## config.mk

```make
export PLATFORM = sky130hd
export DESIGN_NAME = mem_access_unit_flat
export DESIGN_NICKNAME = d
export VERILOG_FILES = /design/src/rtl/mem_access_unit_if.sv /design/src/rtl/mem_access_unit.sv /design/src/flat_wrapper.sv
export SDC_FILE = /design/constraint.sdc
export NUM_CORES = 1
export LEC_CHECK = 0
export ABC_CLOCK_PERIOD_IN_PS = 6200
export CAP_MARGIN = 40
export CORE_MARGIN = 2
export CORE_UTILIZATION = 40
export CTS_CLUSTER_DIAMETER = 100
export DETAILED_ROUTE_END_ITERATION = 6
export PLACE_DENSITY = 0.64
export SLEW_MARGIN = 20
export SYNTH_ARGS = -nofsm -noshare
export SYNTH_HDL_FRONTEND = slang
export SYNTH_SLANG_ARGS = --single-unit
```

## constraint.sdc

```tcl
create_clock -name clk -period 6.2 [get_ports clk]
set_input_delay 1.55 -clock clk [delete_from_list [all_inputs] [get_ports clk]]
set_output_delay 1.55 -clock clk [all_outputs]
set_load 0.02 [all_outputs]
```

## src/rtl/mem_access_unit_if.sv

```systemverilog
// Bundle of request/response and data-memory signals for mem_access_unit.
// The slave modport is the unit's view; the master modport is the
// environment's view (execute stage plus data memory).
interface mem_access_unit_if #(
    parameter int ADDR_W = 32
);
    // Request side
    logic              req_valid;
    logic              req_ready;
    logic              req_write;
    logic              req_wide;
    logic [ADDR_W-1:0] req_addr;
    logic [31:0]       req_wdata;
    // Response side
    logic              rsp_valid;
    logic              rsp_err;
    logic [31:0]       rsp_rdata;
    // Data memory side
    logic              mem_read_enable;
    logic [ADDR_W-1:0] mem_read_addr;
    logic [15:0]       mem_read_data;
    logic              mem_write_enable;
    logic [ADDR_W-1:0] mem_write_addr;
    logic [15:0]       mem_write_data;

    modport slave (
        input  req_valid, req_write, req_wide, req_addr, req_wdata, mem_read_data,
        output req_ready, rsp_valid, rsp_err, rsp_rdata,
        output mem_read_enable, mem_read_addr,
        output mem_write_enable, mem_write_addr, mem_write_data
    );

    modport master (
        output req_valid, req_write, req_wide, req_addr, req_wdata, mem_read_data,
        input  req_ready, rsp_valid, rsp_err, rsp_rdata,
        input  mem_read_enable, mem_read_addr,
        input  mem_write_enable, mem_write_addr, mem_write_data
    );
endinterface

```

## src/rtl/mem_access_unit.sv

```systemverilog
// Memory-stage sequencer: takes one 16/32-bit load or store at a time,
// splits wide accesses into two 16-bit beats (high half at addr, low half
// at addr+1), range-checks the address and returns one response per request.
// Every output is driven straight from a register.
module mem_access_unit #(
    parameter int MEM_DEPTH = 1000000,
    parameter int ADDR_W    = 32
) (
    input  logic              clk,
    input  logic              rst,
    mem_access_unit_if.slave  bus
);
    typedef enum logic [2:0] {
        IDLE,
        RD_LO_ISSUE,
        RD_WAIT,
        RD_CAP_HI,
        RD_CAP_LO,
        WR_LO,
        DONE_ST,
        ERR
    } state_e;

    localparam logic [ADDR_W-1:0] LAST_ADDR = ADDR_W'(MEM_DEPTH - 1);
    localparam logic [ADDR_W-1:0] LAST_WIDE = ADDR_W'(MEM_DEPTH - 2);

    state_e            state_q, state_d;
    logic [ADDR_W-1:0] addr_q, addr_d;
    logic [31:0]       wdata_q, wdata_d;
    logic [15:0]       hi_q, hi_d;
    logic              ready_q, ready_d;
    logic              rsp_valid_q, rsp_valid_d;
    logic              rsp_err_q, rsp_err_d;
    logic [31:0]       rsp_rdata_q, rsp_rdata_d;
    logic              rd_en_q, rd_en_d;
    logic [ADDR_W-1:0] rd_addr_q, rd_addr_d;
    logic              wr_en_q, wr_en_d;
    logic [ADDR_W-1:0] wr_addr_q, wr_addr_d;
    logic [15:0]       wr_data_q, wr_data_d;
    logic              range_err;

    // A wide access needs addr+1 in range too, so addr+1 can never wrap.
    assign range_err = (bus.req_addr > LAST_ADDR) ||
                       (bus.req_wide && (bus.req_addr > LAST_WIDE));

    // Next-state and next-output logic; beat sequencing lives here.
    always_comb begin
        // NOTE: every _d gets a default first so no path can infer a latch.
        state_d     = state_q;
        addr_d      = addr_q;
        wdata_d     = wdata_q;
        hi_d        = hi_q;
        rsp_valid_d = 1'b0;
        rsp_err_d   = 1'b0;
        rsp_rdata_d = rsp_rdata_q;
        rd_en_d     = 1'b0;
        rd_addr_d   = rd_addr_q;
        wr_en_d     = 1'b0;
        wr_addr_d   = wr_addr_q;
        wr_data_d   = wr_data_q;

        unique case (state_q)
            IDLE: begin
                if (bus.req_valid) begin
                    addr_d  = bus.req_addr;
                    wdata_d = bus.req_wdata;
                    if (range_err) begin
                        state_d = ERR;
                    end else if (!bus.req_write) begin
                        rd_en_d   = 1'b1;
                        rd_addr_d = bus.req_addr;
                        state_d   = bus.req_wide ? RD_LO_ISSUE : RD_WAIT;
                    end else begin
                        wr_en_d   = 1'b1;
                        wr_addr_d = bus.req_addr;
                        wr_data_d = bus.req_wide ? bus.req_wdata[31:16] : bus.req_wdata[15:0];
                        state_d   = bus.req_wide ? WR_LO : DONE_ST;
                    end
                end
            end
            RD_LO_ISSUE: begin
                rd_en_d   = 1'b1;
                rd_addr_d = addr_q + ADDR_W'(1);
                state_d   = RD_CAP_HI;
            end
            RD_WAIT: begin
                hi_d    = 16'h0;
                state_d = RD_CAP_LO;
            end
            RD_CAP_HI: begin
                hi_d    = bus.mem_read_data;
                state_d = RD_CAP_LO;
            end
            RD_CAP_LO: begin
                rsp_valid_d = 1'b1;
                rsp_rdata_d = {hi_q, bus.mem_read_data};
                state_d     = IDLE;
            end
            WR_LO: begin
                wr_en_d   = 1'b1;
                wr_addr_d = addr_q + ADDR_W'(1);
                wr_data_d = wdata_q[15:0];
                state_d   = DONE_ST;
            end
            DONE_ST: begin
                rsp_valid_d = 1'b1;
                rsp_rdata_d = 32'h0;
                state_d     = IDLE;
            end
            ERR: begin
                rsp_valid_d = 1'b1;
                rsp_err_d   = 1'b1;
                rsp_rdata_d = 32'h0;
                state_d     = IDLE;
            end
            default: state_d = IDLE;
        endcase

        // Ready is high exactly while the unit sits in IDLE.
        ready_d = (state_d == IDLE);
    end

    // State and output registers with synchronous active-low reset.
    always_ff @(posedge clk) begin
        // NOTE: sequential state uses non-blocking assignments only.
        if (!rst) begin
            state_q     <= IDLE;
            addr_q      <= '0;
            wdata_q     <= '0;
            hi_q        <= '0;
            ready_q     <= 1'b1;
            rsp_valid_q <= 1'b0;
            rsp_err_q   <= 1'b0;
            rsp_rdata_q <= '0;
            rd_en_q     <= 1'b0;
            rd_addr_q   <= '0;
            wr_en_q     <= 1'b0;
            wr_addr_q   <= '0;
            wr_data_q   <= '0;
        end else begin
            state_q     <= state_d;
            addr_q      <= addr_d;
            wdata_q     <= wdata_d;
            hi_q        <= hi_d;
            ready_q     <= ready_d;
            rsp_valid_q <= rsp_valid_d;
            rsp_err_q   <= rsp_err_d;
            rsp_rdata_q <= rsp_rdata_d;
            rd_en_q     <= rd_en_d;
            rd_addr_q   <= rd_addr_d;
            wr_en_q     <= wr_en_d;
            wr_addr_q   <= wr_addr_d;
            wr_data_q   <= wr_data_d;
        end
    end

    assign bus.req_ready        = ready_q;
    assign bus.rsp_valid        = rsp_valid_q;
    assign bus.rsp_err          = rsp_err_q;
    assign bus.rsp_rdata        = rsp_rdata_q;
    assign bus.mem_read_enable  = rd_en_q;
    assign bus.mem_read_addr    = rd_addr_q;
    assign bus.mem_write_enable = wr_en_q;
    assign bus.mem_write_addr   = wr_addr_q;
    assign bus.mem_write_data   = wr_data_q;
endmodule

```

## src/flat_wrapper.sv

```systemverilog
// flat-port wrapper written by rule: the top's interface ports become plain ports
module mem_access_unit_flat 
#(
    parameter int MEM_DEPTH = 1000000,
    parameter int ADDR_W    = 32
)
  (clk, rst, bus_req_valid, bus_req_write, bus_req_wide, bus_req_addr, bus_req_wdata, bus_mem_read_data, bus_req_ready, bus_rsp_valid, bus_rsp_err, bus_rsp_rdata, bus_mem_read_enable, bus_mem_read_addr, bus_mem_write_enable, bus_mem_write_addr, bus_mem_write_data);
  mem_access_unit_if #(.ADDR_W(ADDR_W)) bus_i ();
  input  logic clk;
  input  logic rst;
  input wire logic [$bits(bus_i.req_valid)-1:0] bus_req_valid;
  input wire logic [$bits(bus_i.req_write)-1:0] bus_req_write;
  input wire logic [$bits(bus_i.req_wide)-1:0] bus_req_wide;
  input wire logic [$bits(bus_i.req_addr)-1:0] bus_req_addr;
  input wire logic [$bits(bus_i.req_wdata)-1:0] bus_req_wdata;
  input wire logic [$bits(bus_i.mem_read_data)-1:0] bus_mem_read_data;
  output wire logic [$bits(bus_i.req_ready)-1:0] bus_req_ready;
  output wire logic [$bits(bus_i.rsp_valid)-1:0] bus_rsp_valid;
  output wire logic [$bits(bus_i.rsp_err)-1:0] bus_rsp_err;
  output wire logic [$bits(bus_i.rsp_rdata)-1:0] bus_rsp_rdata;
  output wire logic [$bits(bus_i.mem_read_enable)-1:0] bus_mem_read_enable;
  output wire logic [$bits(bus_i.mem_read_addr)-1:0] bus_mem_read_addr;
  output wire logic [$bits(bus_i.mem_write_enable)-1:0] bus_mem_write_enable;
  output wire logic [$bits(bus_i.mem_write_addr)-1:0] bus_mem_write_addr;
  output wire logic [$bits(bus_i.mem_write_data)-1:0] bus_mem_write_data;
  assign bus_i.req_valid = bus_req_valid;
  assign bus_i.req_write = bus_req_write;
  assign bus_i.req_wide = bus_req_wide;
  assign bus_i.req_addr = bus_req_addr;
  assign bus_i.req_wdata = bus_req_wdata;
  assign bus_i.mem_read_data = bus_mem_read_data;
  assign bus_req_ready = bus_i.req_ready;
  assign bus_rsp_valid = bus_i.rsp_valid;
  assign bus_rsp_err = bus_i.rsp_err;
  assign bus_rsp_rdata = bus_i.rsp_rdata;
  assign bus_mem_read_enable = bus_i.mem_read_enable;
  assign bus_mem_read_addr = bus_i.mem_read_addr;
  assign bus_mem_write_enable = bus_i.mem_write_enable;
  assign bus_mem_write_addr = bus_i.mem_write_addr;
  assign bus_mem_write_data = bus_i.mem_write_data;
  mem_access_unit #(.MEM_DEPTH(MEM_DEPTH), .ADDR_W(ADDR_W)) u_core (.clk(clk), .rst(rst), .bus(bus_i));
endmodule
```

==> results of run 1 <==
## worst max-delay path: cells and delay by family
kind / cells / cell delay [ns]
compound gates: 2 / 0.45
buf+inv: 3 / 1.56
simple gates: 3 / 0.78
## flip-flops by register name, indices dropped and copies added (netlist names)
name and cells:
u_core.bus.mem_write_addr 32, u_core.bus.rsp_err 1, u_core.hi_q 16, u_core.addr_q 32, u_core.bus.mem_write_enable 1, u_core.bus.req_ready 1
u_core.bus.rsp_valid 1, u_core.bus.mem_read_addr 32, u_core.bus.rsp_rdata 32, u_core.wdata_q 16, u_core.bus.mem_write_data 16, u_core.bus.mem_read_enable 1
u_core.state_q 3
## synth_stat cells (4+ instances only)
master	instances
nand4_1	24
o31ai_1	4
or3_1	6
buf_2	4
nand2b_1	8
mux2i_1	14
o211ai_1	12
o22ai_1	15
nand3_1	57
nor4_1	14
nor3_1	11
a22oi_1	32
inv_1	4
and3_1	5
o21a_1	18
nor2_1	83
clkbuf_1	63
a22o_1	6
a21oi_1	72
and4_1	6
o221a_2	15
mux2_2	16
o21ai_0	24
xnor2_1	15
a211oi_1	15
dfxtp_1	184
buf_1	9
xor2_1	12
a31oi_1	7
nand2_1	168
## per-stage QoR
step           total power [mW]   util  instances
5_1_grt                    3.04  0.549       1392
2_1_floorplan              1.65      -        960
6_report                   2.91  0.549       1392
3_5_place_dp               1.89  0.519       1358
3_3_place_gp               1.88  0.517       1355
4_1_cts                    2.93  0.547       1390
## where the power goes
part / internal [mW] / switching [mW] / leakage, nW
sequential: 1.26 / 0.0666 / 1.49
clock: 0.531 / 0.514 / 0.264
combinational: 0.226 / 0.316 / 1.92
## area by class of cell
| cell class | count | area [µm²] | share of cell area |
|---|---|---|---|
| Clock inverter | 15 | 136 | 0.0127 |
| Tap cell | 265 | 332 | 0.0308 |
| Clock buffer | 17 | 425 | 0.0395 |
| Multi-Input combinational cell | 691 | 4050 | 0.376 |
| Sequential cell | 184 | 3680 | 0.342 |
| Timing Repair Buffer | 215 | 2130 | 0.198 |
| Inverter | 5 | 21.3 | 0.00197 |
## metal layers
metal  up-vias  global-route usage  routed length [µm]
met4         0              0.0568                 341
met5         -                   0                   0
met2       265               0.352               11000
li1       3747                   -                   -
met3        23              0.0609                2010
met1      3628               0.324               11400
## kinds of logic (layout without fill, tap and decap cells)
group           after synthesis  after routing  synth area share
compound gates              233            233             0.197
xor+xnor                     27             27            0.0293
fa+ha+maj                     1              1           0.00155
buf+inv                      85            252            0.0442
flops                       184            184             0.456
mux                          30             30            0.0397
simple gates                400            400             0.232
## worst paths after layout
check | from | endpoint | slack [ns] | depth (start not counted)
setup / recovery | bus_req_valid | u_core.bus.mem_write_addr[29]$_SDFFE_PN0P_ | 2.13 | 8
setup reg to reg | u_core.state_q[1]$_SDFF_PN0_ | u_core.bus.mem_write_addr[29]$_SDFFE_PN0P_ | 3.23 | 7
hold reg to reg | u_core.hi_q[3]$_SDFFE_PN0P_ | u_core.hi_q[3]$_SDFFE_PN0P_ | 0.45 | 2
hold / removal | u_core.hi_q[3]$_SDFFE_PN0P_ | u_core.hi_q[3]$_SDFFE_PN0P_ | 0.45 | 2
==> run_results.csv, run 1 <==
group,metric,value,unit
outcome,status,"complete, no violations",
cells_and_area,layout_commonest_cell,"clkdlybuf4s50_1",
setup_path,endpoint_kind,"flip-flop",
clocking,cts.path.max_buffers,2,
min_path,worstHoldPathType,"flip-flop to flip-flop",
sta,slew_viol_final,0,
setup_path,max_stage_delay,0.54,ns
sta,period_share,0.657,
sta,finalHoldViolCount,0,
sta,fin_setup_tns,0,ns
routing,firstDrtPassIters,5,
routing,remaining_drc_errors,0,
synthesis,seq_area_frac_synth,0.456,
cells_and_area,finalNetCount,1200,
sta,rsz0062_at_grt,"false",
sta,fin_crit,4.07,ns
routing,wirelength,24.8,mm
synthesis,synthArstFlopShare,0,
sta,setup_violations,0,
grt,antenna_found_initial,0,
clocking,cts_root_buffer,"clkbuf_16",
routing,viasPerCell,5.51,
synthesis,synth_edf_count,0,
grt,first_global_vias,7186,
placement,port_buffers,201,
setup_path,worst-path-max-fanout,52,
clocking,cts_resized,0,
setup_path,worstSetupStartpointType,"primary input",
pwr,power_density,270,nW/µm²
synthesis,synthCells,960,
sta,hold_ws,0.451,ns
clocking,hold_buffers,0,
grt,grt_max_degree,77,
clocking,cts_tree,"yes",
grt,grt_overflow_total,0,
synthesis,synth.avg_cell_area,8.41,µm²
synthesis,yosysTopAreaCell,"dfxtp_1",
setup_path,crit_chain,"clkdlybuf4s50_1 -> nor4b_4 -> buf_4 -> nand2_1 -> a2111oi_4 -> buf_4 -> nand2b_1 -> a211oi_1",
cells_and_area,syn_to_final_growth,33.5,%
synthesis,synth.cell_area,8070,µm²
setup_path,worstSetupPathType,"primary input to flip-flop",
clocking,clk_latency,0.43,ns
synthesis,synth_ff_type,"dfxtp_1",
pwr,p_leak,3.68,nW
sta,fin_ws,2.13,ns
floorplan,die_h,146,µm
sta,fin_skew,0.00908,ns
floorplan,coreArea,19700,µm²
cells_and_area,layout-drive-gt1-share,0.0843,
cells_and_area,mostFrequentLayoutCells,"clkdlybuf4s50_1 (200), dfxtp_1 (184), nand2_1 (166)",
routing,final_antenna_net_count,0,
cells_and_area,diodes,0,
clocking,ctsHtreeMaxLevel,4,
setup_path,cp.arrival,4.37,ns
setup_path,required,6.49,ns
synthesis,yosys_register_bits,184,
clocking,post_cts_buffers,0,
placement,pre_cts_ws,1.68,ns
sta,max_freq,246,MHz
placement,hpwl,16.7,mm
floorplan,core.rowCount,51,
pwr,vdd_drop_max,0.191,mV
routing,wire_per_inst,17.8,µm
grt,grtUsageTotal,0.230,
placement,gp_congestion,0.885,
setup_path,cpMostUsedCell,"buf_4",
cells_and_area,design_area,10800,µm²
floorplan,die_w,146,µm
sta,worst_pin_slew,0.787,ns
placement,post_dp_cell_area,10200,µm²
setup_path,critPathSlowestCell,"clkdlybuf4s50_1",
synthesis,ys_warn_count,0,
synthesis,syn-num-nets,1046,
synthesis,yosysTopAreaCellShare,0.456,
flow_run,drv_cap,0,
clocking,cts.clk_slew.worst_paths,0.07,ns
synthesis,synth_cell_type_count,55,
cells_and_area,fill_cells,1879,
grt,grt_pass1_wl,39.6,mm
synthesis,synthTopCellsByArea,"dfxtp_1 (46%), nand2_1 (7.8%), a21oi_1 (4.5%), nor2_1 (3.9%), nand3_1 (3.5%)",
floorplan,start_util,0.411,
routing,drtIter0Drc,580,
clocking,cts_buffers,17,
floorplan,pin_count,202,
clocking,cts_sinks,184,
routing,num_vias,7663,
floorplan,die_area,21300,µm²
sta,slew-limit-headroom,0.475,
No activity file was read; power rests on OpenSTA's default activity.
==> inputs of run 2 (changes only) <==
ABC_CLOCK_PERIOD_IN_PS = 3810   (was 6200)
clock period = 3.81 ns   (was 6.2 ns; I/O delays follow)
==> run 2 against run 1 <==
Register-to-register slack got worse by 1.8 ns. Via count is 1.9% higher. First-iteration DRC count down 4.0%. Routed wire length up 3.0%. Cell count is 0.86% higher. Clock power rose by 65%. Clock skew decreased by 0.00099 ns. Critical path type unchanged. Largest cell class unchanged. Highest routed layer unchanged.
==> run_results.csv, run 2 (synthesized netlist as in run 1, its figures left out) <==
group,metric,value,unit
outcome,status,"complete, no violations",
grt,antenna_found_initial,0,
sta,max_freq,324,MHz
setup_path,reg2reg_slack,1.47,ns
setup_path,critPathSlowestCell,"or4_4",
sta,rsz0062_at_grt,"false",
clocking,cts_root_buffer,"clkbuf_16",
grt,first_global_vias,7158,
sta,fin_setup_tns,0,ns
setup_path,crit_chain,"clkdlybuf4s50_1 -> or4_4 -> or4_4 -> o2111a_2 -> nor2_8 -> mux2i_1",
routing,wirelength,25.5,mm
cells_and_area,mostFrequentLayoutCells,"clkdlybuf4s50_1 (200), dfxtp_1 (184), nand2_1 (167)",
setup_path,worstSetupStartpointType,"primary input",
cells_and_area,layout_commonest_cell,"clkdlybuf4s50_1",
routing,num_vias,7806,
floorplan,start_util,0.411,
setup_path,crit_path_start,"bus_req_addr[11]",
setup_path,worst-path-max-fanout,13,
pwr,p_leak,3.77,nW
routing,remaining_drc_errors,0,
setup_path,cp.arrival,3.44,ns
sta,fin_crit,3.08,ns
placement,hpwl,17.6,mm
sta,period_share,0.809,
min_path,worstHoldPathType,"flip-flop to flip-flop",
setup_path,worstSetupEndpoint,"u_core.bus.mem_read_addr[18]$_SDFFE_PN0P_",
sta,setup_violations,0,
sta,fin_skew,0.00809,ns
grt,grt_pass1_wl,40.2,mm
grt,grtUsageTotal,0.234,
setup_path,reg2reg_depth,6,
clocking,cts_sinks,184,
clocking,cts_tree,"yes",
pwr,vdd_drop_max,0.291,mV
clocking,clk_latency,0.43,ns
floorplan,die_w,146,µm
setup_path,worstSetupPathType,"primary input to flip-flop",
routing,drtIter0Drc,557,
setup_path,endpoint_kind,"flip-flop",
sta,finalHoldViolCount,0,
placement,pre_cts_ws,0.282,ns
placement,post_dp_cell_area,10300,µm²
clocking,cts.clk_slew.worst_paths,0.07,ns
clocking,cts.path.max_buffers,2,
cells_and_area,diodes,0,
clocking,ctsHtreeMaxLevel,4,
grt,grt_overflow_total,0,
clocking,hold_buffers,0,
cells_and_area,syn_to_final_growth,35.1,%
flow_run,drv_cap,0,
setup_path,required,4.17,ns
floorplan,die_area,21300,µm²
cells_and_area,finalNetCount,1212,
sta,worst_pin_slew,0.751,ns
sta,slew-limit-headroom,0.500,
routing,viasPerCell,5.56,
floorplan,die_h,146,µm
routing,final_antenna_net_count,0,
cells_and_area,design_area,10900,µm²
routing,wire_per_inst,18.2,µm
clocking,cts_buffers,17,
floorplan,pin_count,202,
cells_and_area,layout-drive-gt1-share,0.0931,
setup_path,rr_endpoint,"u_core.bus.mem_read_addr[21]$_SDFFE_PN0P_",
grt,grt_max_degree,52,
sta,fin_ws,0.726,ns
floorplan,core.rowCount,51,
placement,port_buffers,201,
sta,slew_viol_final,0,
placement,gp_congestion,0.913,
routing,firstDrtPassIters,7,
setup_path,cpMostUsedCell,"or4_4",
clocking,post_cts_buffers,0,
pwr,power,4.78,mW
pwr,power_density,438,nW/µm²
setup_path,max_stage_delay,0.58,ns
floorplan,coreArea,19700,µm²
clocking,cts_resized,0,
cells_and_area,final_util,0.555,
setup_path,r2r_start,"u_core.addr_q[4]$_SDFFE_PN0P_",
## run 2: critical path, delay by kind of cell
family	cells	cell delay [ns]
muxes	1	0.21
buffers and inverters	1	0.48
AOI/OAI and AO/OA	1	0.39
and+or+nand+nor	3	1.41
## run 2: how the worst min path moves through the flow
| stage | from | endpoint | slack, ns | cells after the start |
|---|---|---|---|---|
| 2_1_floorplan | u_core.hi_q[0]$_SDFFE_PN0P_ | u_core.hi_q[0]$_SDFFE_PN0P_ | 0.43 | 2 |
| 3_3_place_gp | u_core.hi_q[15]$_SDFFE_PN0P_ | u_core.hi_q[15]$_SDFFE_PN0P_ | 0.44 | 2 |
| 3_5_place_dp | u_core.hi_q[2]$_SDFFE_PN0P_ | u_core.hi_q[2]$_SDFFE_PN0P_ | 0.45 | 2 |
| 4_1_cts | u_core.hi_q[2]$_SDFFE_PN0P_ | u_core.hi_q[2]$_SDFFE_PN0P_ | 0.45 | 2 |
| 5_1_grt | u_core.hi_q[10]$_SDFFE_PN0P_ | u_core.hi_q[10]$_SDFFE_PN0P_ | 0.47 | 2 |
| 6_report | u_core.hi_q[3]$_SDFFE_PN0P_ | u_core.hi_q[3]$_SDFFE_PN0P_ | 0.45 | 2 |
## run 2: cell type report
cell class                 count  area [µm²]
clock buffer                  17         425
clock inverter                15         154
timing repair buffer         227        2250
multi-input combinational    691        4050
sequential                   184        3680
fill                        1873        8740
inverter                       5        21.3
tap                          265         332
## run 2: layer usage
layer | vias up | share of wire | GRT usage
li1 | 3775 | - | -
met1 | 3681 | 0.47 | 0.336
met2 | 313 | 0.43 | 0.350
met3 | 37 | 0.080 | 0.0578
met4 | 0 | 0.019 | 0.0680
met5 | - | 0 | 0
## run 2: where the power goes
part / switching (mW) / internal, mW
Combinational: 0.525 / 0.373
Clock: 0.852 / 0.879
Sequential: 0.109 / 2.04
## run 2: per-stage QoR
stage	hold slack (ns)	cells
after global placement	0.439	1369
after floorplan	0.432	960
final	0.453	1404
after global routing	0.471	1404
after detailed placement	0.445	1371
after CTS	0.455	1403
==> inputs of run 3 (changes only) <==
ABC_CLOCK_PERIOD_IN_PS = 2650   (was 3810)
PLACE_DENSITY = 0.67   (was 0.64)
clock period = 2.65 ns   (was 3.81 ns; I/O delays follow)
==> run 3 against run 2 <==
Die area unchanged. Cell area up 4.2%. Via count is 1.7% higher. Power is 44% higher. Setup slack got worse by 0.65 ns. First-iteration DRC count increased by 14%. Clock skew grew 0.0027 ns. Sequential power rose by 44%. Critical endpoint is now u_core.bus.mem_read_addr[13]$_SDFFE_PN0P_. Highest routed layer unchanged.
==> run_results.csv, run 3 (synthesized netlist as in run 1, its figures left out) <==
group,metric,value,unit
outcome,status,"complete, no violations",
setup_path,worst-path-max-fanout,6,
grt,first_global_vias,7335,
sta,fin_skew,0.0108,ns
routing,num_vias,7939,
min_path,holdPathStages,2,
cells_and_area,mostFrequentLayoutCells,"clkdlybuf4s50_1 (197), dfxtp_1 (184), nand2_1 (167)",
sta,rsz0062_at_grt,"false",
routing,wire_per_inst,17.5,µm
floorplan,coreArea,19700,µm²
sta,fin_setup_tns,0,ns
sta,max_freq,388,MHz
routing,drtIter0Drc,635,
clocking,clk_latency,0.44,ns
min_path,worstHoldEndpoint,"u_core.hi_q[8]$_SDFFE_PN0P_",
sta,slew-limit-headroom,0.529,
grt,grtUsageTotal,0.235,
routing,remaining_drc_errors,0,
cells_and_area,diodes,0,
cells_and_area,final_util,0.579,
grt,grt_overflow_total,0,
pwr,power_density,607,nW/µm²
sta,worst_pin_slew,0.706,ns
clocking,hold_buffers,0,
cells_and_area,layout-drive-gt1-share,0.136,
setup_path,reg2reg_slack,0.45,ns
routing,viasPerCell,5.46,
floorplan,die_w,146,µm
setup_path,r2r_start,"u_core.state_q[0]$_SDFF_PN0_",
grt,grt_max_degree,52,
floorplan,start_util,0.411,
setup_path,rr_endpoint,"u_core.bus.mem_write_addr[24]$_SDFFE_PN0P_",
placement,hpwl,17.7,mm
flow_run,drv_cap,0,
routing,firstDrtPassIters,5,
clocking,cts_buffers,17,
clocking,cts_sinks,184,
placement,gp_congestion,0.878,
sta,fin_crit,2.58,ns
cells_and_area,finalNetCount,1262,
clocking,cts_root_buffer,"clkbuf_16",
floorplan,die_h,146,µm
setup_path,endpoint_kind,"flip-flop",
routing,final_antenna_net_count,0,
cells_and_area,regArea,3680,µm²
min_path,worstHoldPathType,"flip-flop to flip-flop",
sta,setup_violations,0,
clocking,cts.path.max_buffers,2,
setup_path,required,3.01,ns
placement,port_buffers,201,
grt,antenna_found_initial,0,
setup_path,cp.arrival,2.94,ns
floorplan,core.rowCount,51,
cells_and_area,fill_cells,1829,
min_path,worstHoldStart,"u_core.hi_q[8]$_SDFFE_PN0P_",
cells_and_area,multi_input_area,4080,µm²
floorplan,die_area,21300,µm²
sta,finalHoldViolCount,0,
sta,slew_viol_final,0,
clocking,ctsHtreeMaxLevel,4,
routing,wirelength,25.5,mm
grt,grt_pass1_wl,40.4,mm
setup_path,worstSetupPathType,"primary input to flip-flop",
pwr,vdd_drop_max,0.433,mV
cells_and_area,layout_commonest_cell,"clkdlybuf4s50_1",
setup_path,reg2reg_depth,6,
clocking,cts_tree,"yes",
sta,period_share,0.972,
pwr,p_leak,4.04,nW
pwr,power,6.90,mW
clocking,cts.clk_slew.worst_paths,0.07,ns
floorplan,pin_count,202,
cells_and_area,syn_to_final_growth,40.8,%
setup_path,worstSetupStartpointType,"primary input",
[run 3: worst max path at each step]
stage	start	to	slack (ns)
final	bus_req_addr[11]	u_core.bus.mem_read_addr[13]$_SDFFE_PN0P_	0.07
after global routing	bus_req_addr[11]	u_core.bus.mem_read_addr[15]$_SDFFE_PN0P_	0.02
after CTS	bus_req_addr[11]	u_core.bus.mem_read_addr[8]$_SDFFE_PN0P_	0.004
after detailed placement	bus_req_addr[11]	u_core.bus.mem_read_addr[9]$_SDFFE_PN0P_	-0.48
after global placement	bus_req_addr[11]	u_core.bus.mem_read_addr[9]$_SDFFE_PN0P_	-0.44
after floorplan	bus_req_addr[11]	u_core.bus.mem_read_addr[10]$_SDFFE_PN0P_	0.08
[run 3: power by group]
group | total [mW] | leakage, nW | switching, mW | internal, mW
sequential | 3.09 | 1.49 | 0.155 | 2.94
clock | 2.45 | 0.266 | 1.21 | 1.24
combinational | 1.36 | 2.28 | 0.765 | 0.592
total | 6.90 | 4.04 | 2.13 | 4.77
[run 3: repair_timing]
action	4_1_cts	5_1_grt
resized for setup	1	13
gates cloned	1	1
endpoints found under the setup margin	12	33
pin swaps	3	4
setup buffers	0	2
[run 3: cell type report]
| class | instances | area share |
|---|---|---|
| clock buffer | 17 | 0.0374 |
| clock inverter | 15 | 0.0123 |
| inverter | 5 | 0.00187 |
| multi-input combinational | 692 | 0.359 |
| sequential | 184 | 0.324 |
| tap | 265 | 0.0292 |
| timing repair buffer | 276 | 0.236 |
[run 3: per-stage QoR]
stage	hold slack (ns)	setup WS [ns]	cell area, µm²	std cells
5_1_grt	0.465	0.0242	11400	1454
2_1_floorplan	0.432	0.0782	8070	960
3_5_place_dp	0.443	-0.484	10700	1418
3_3_place_gp	0.438	-0.435	10700	1418
6_report	0.451	0.0729	11400	1454
4_1_cts	0.454	0.00409	11300	1451
[run 3: routing by layer]
| layer | routed length (µm) | global-route usage | up-vias | part of all wire |
|---|---|---|---|---|
| li1 | - | - | 3873 | - |
| met1 | 11600 | 0.336 | 3745 | 0.46 |
| met2 | 11600 | 0.358 | 296 | 0.45 |
| met3 | 1930 | 0.0513 | 25 | 0.076 |
| met4 | 334 | 0.0646 | 0 | 0.013 |
| met5 | 0 | 0 | - | 0 |
[run 3: worst max-delay path, cell delays in order]
cell and delay, ns:
clkdlybuf4s50_1 0.43, or4_4 0.45, or4_4 0.57, o2111a_2 0.37, nor2_4 0.25, mux2i_1 0.20
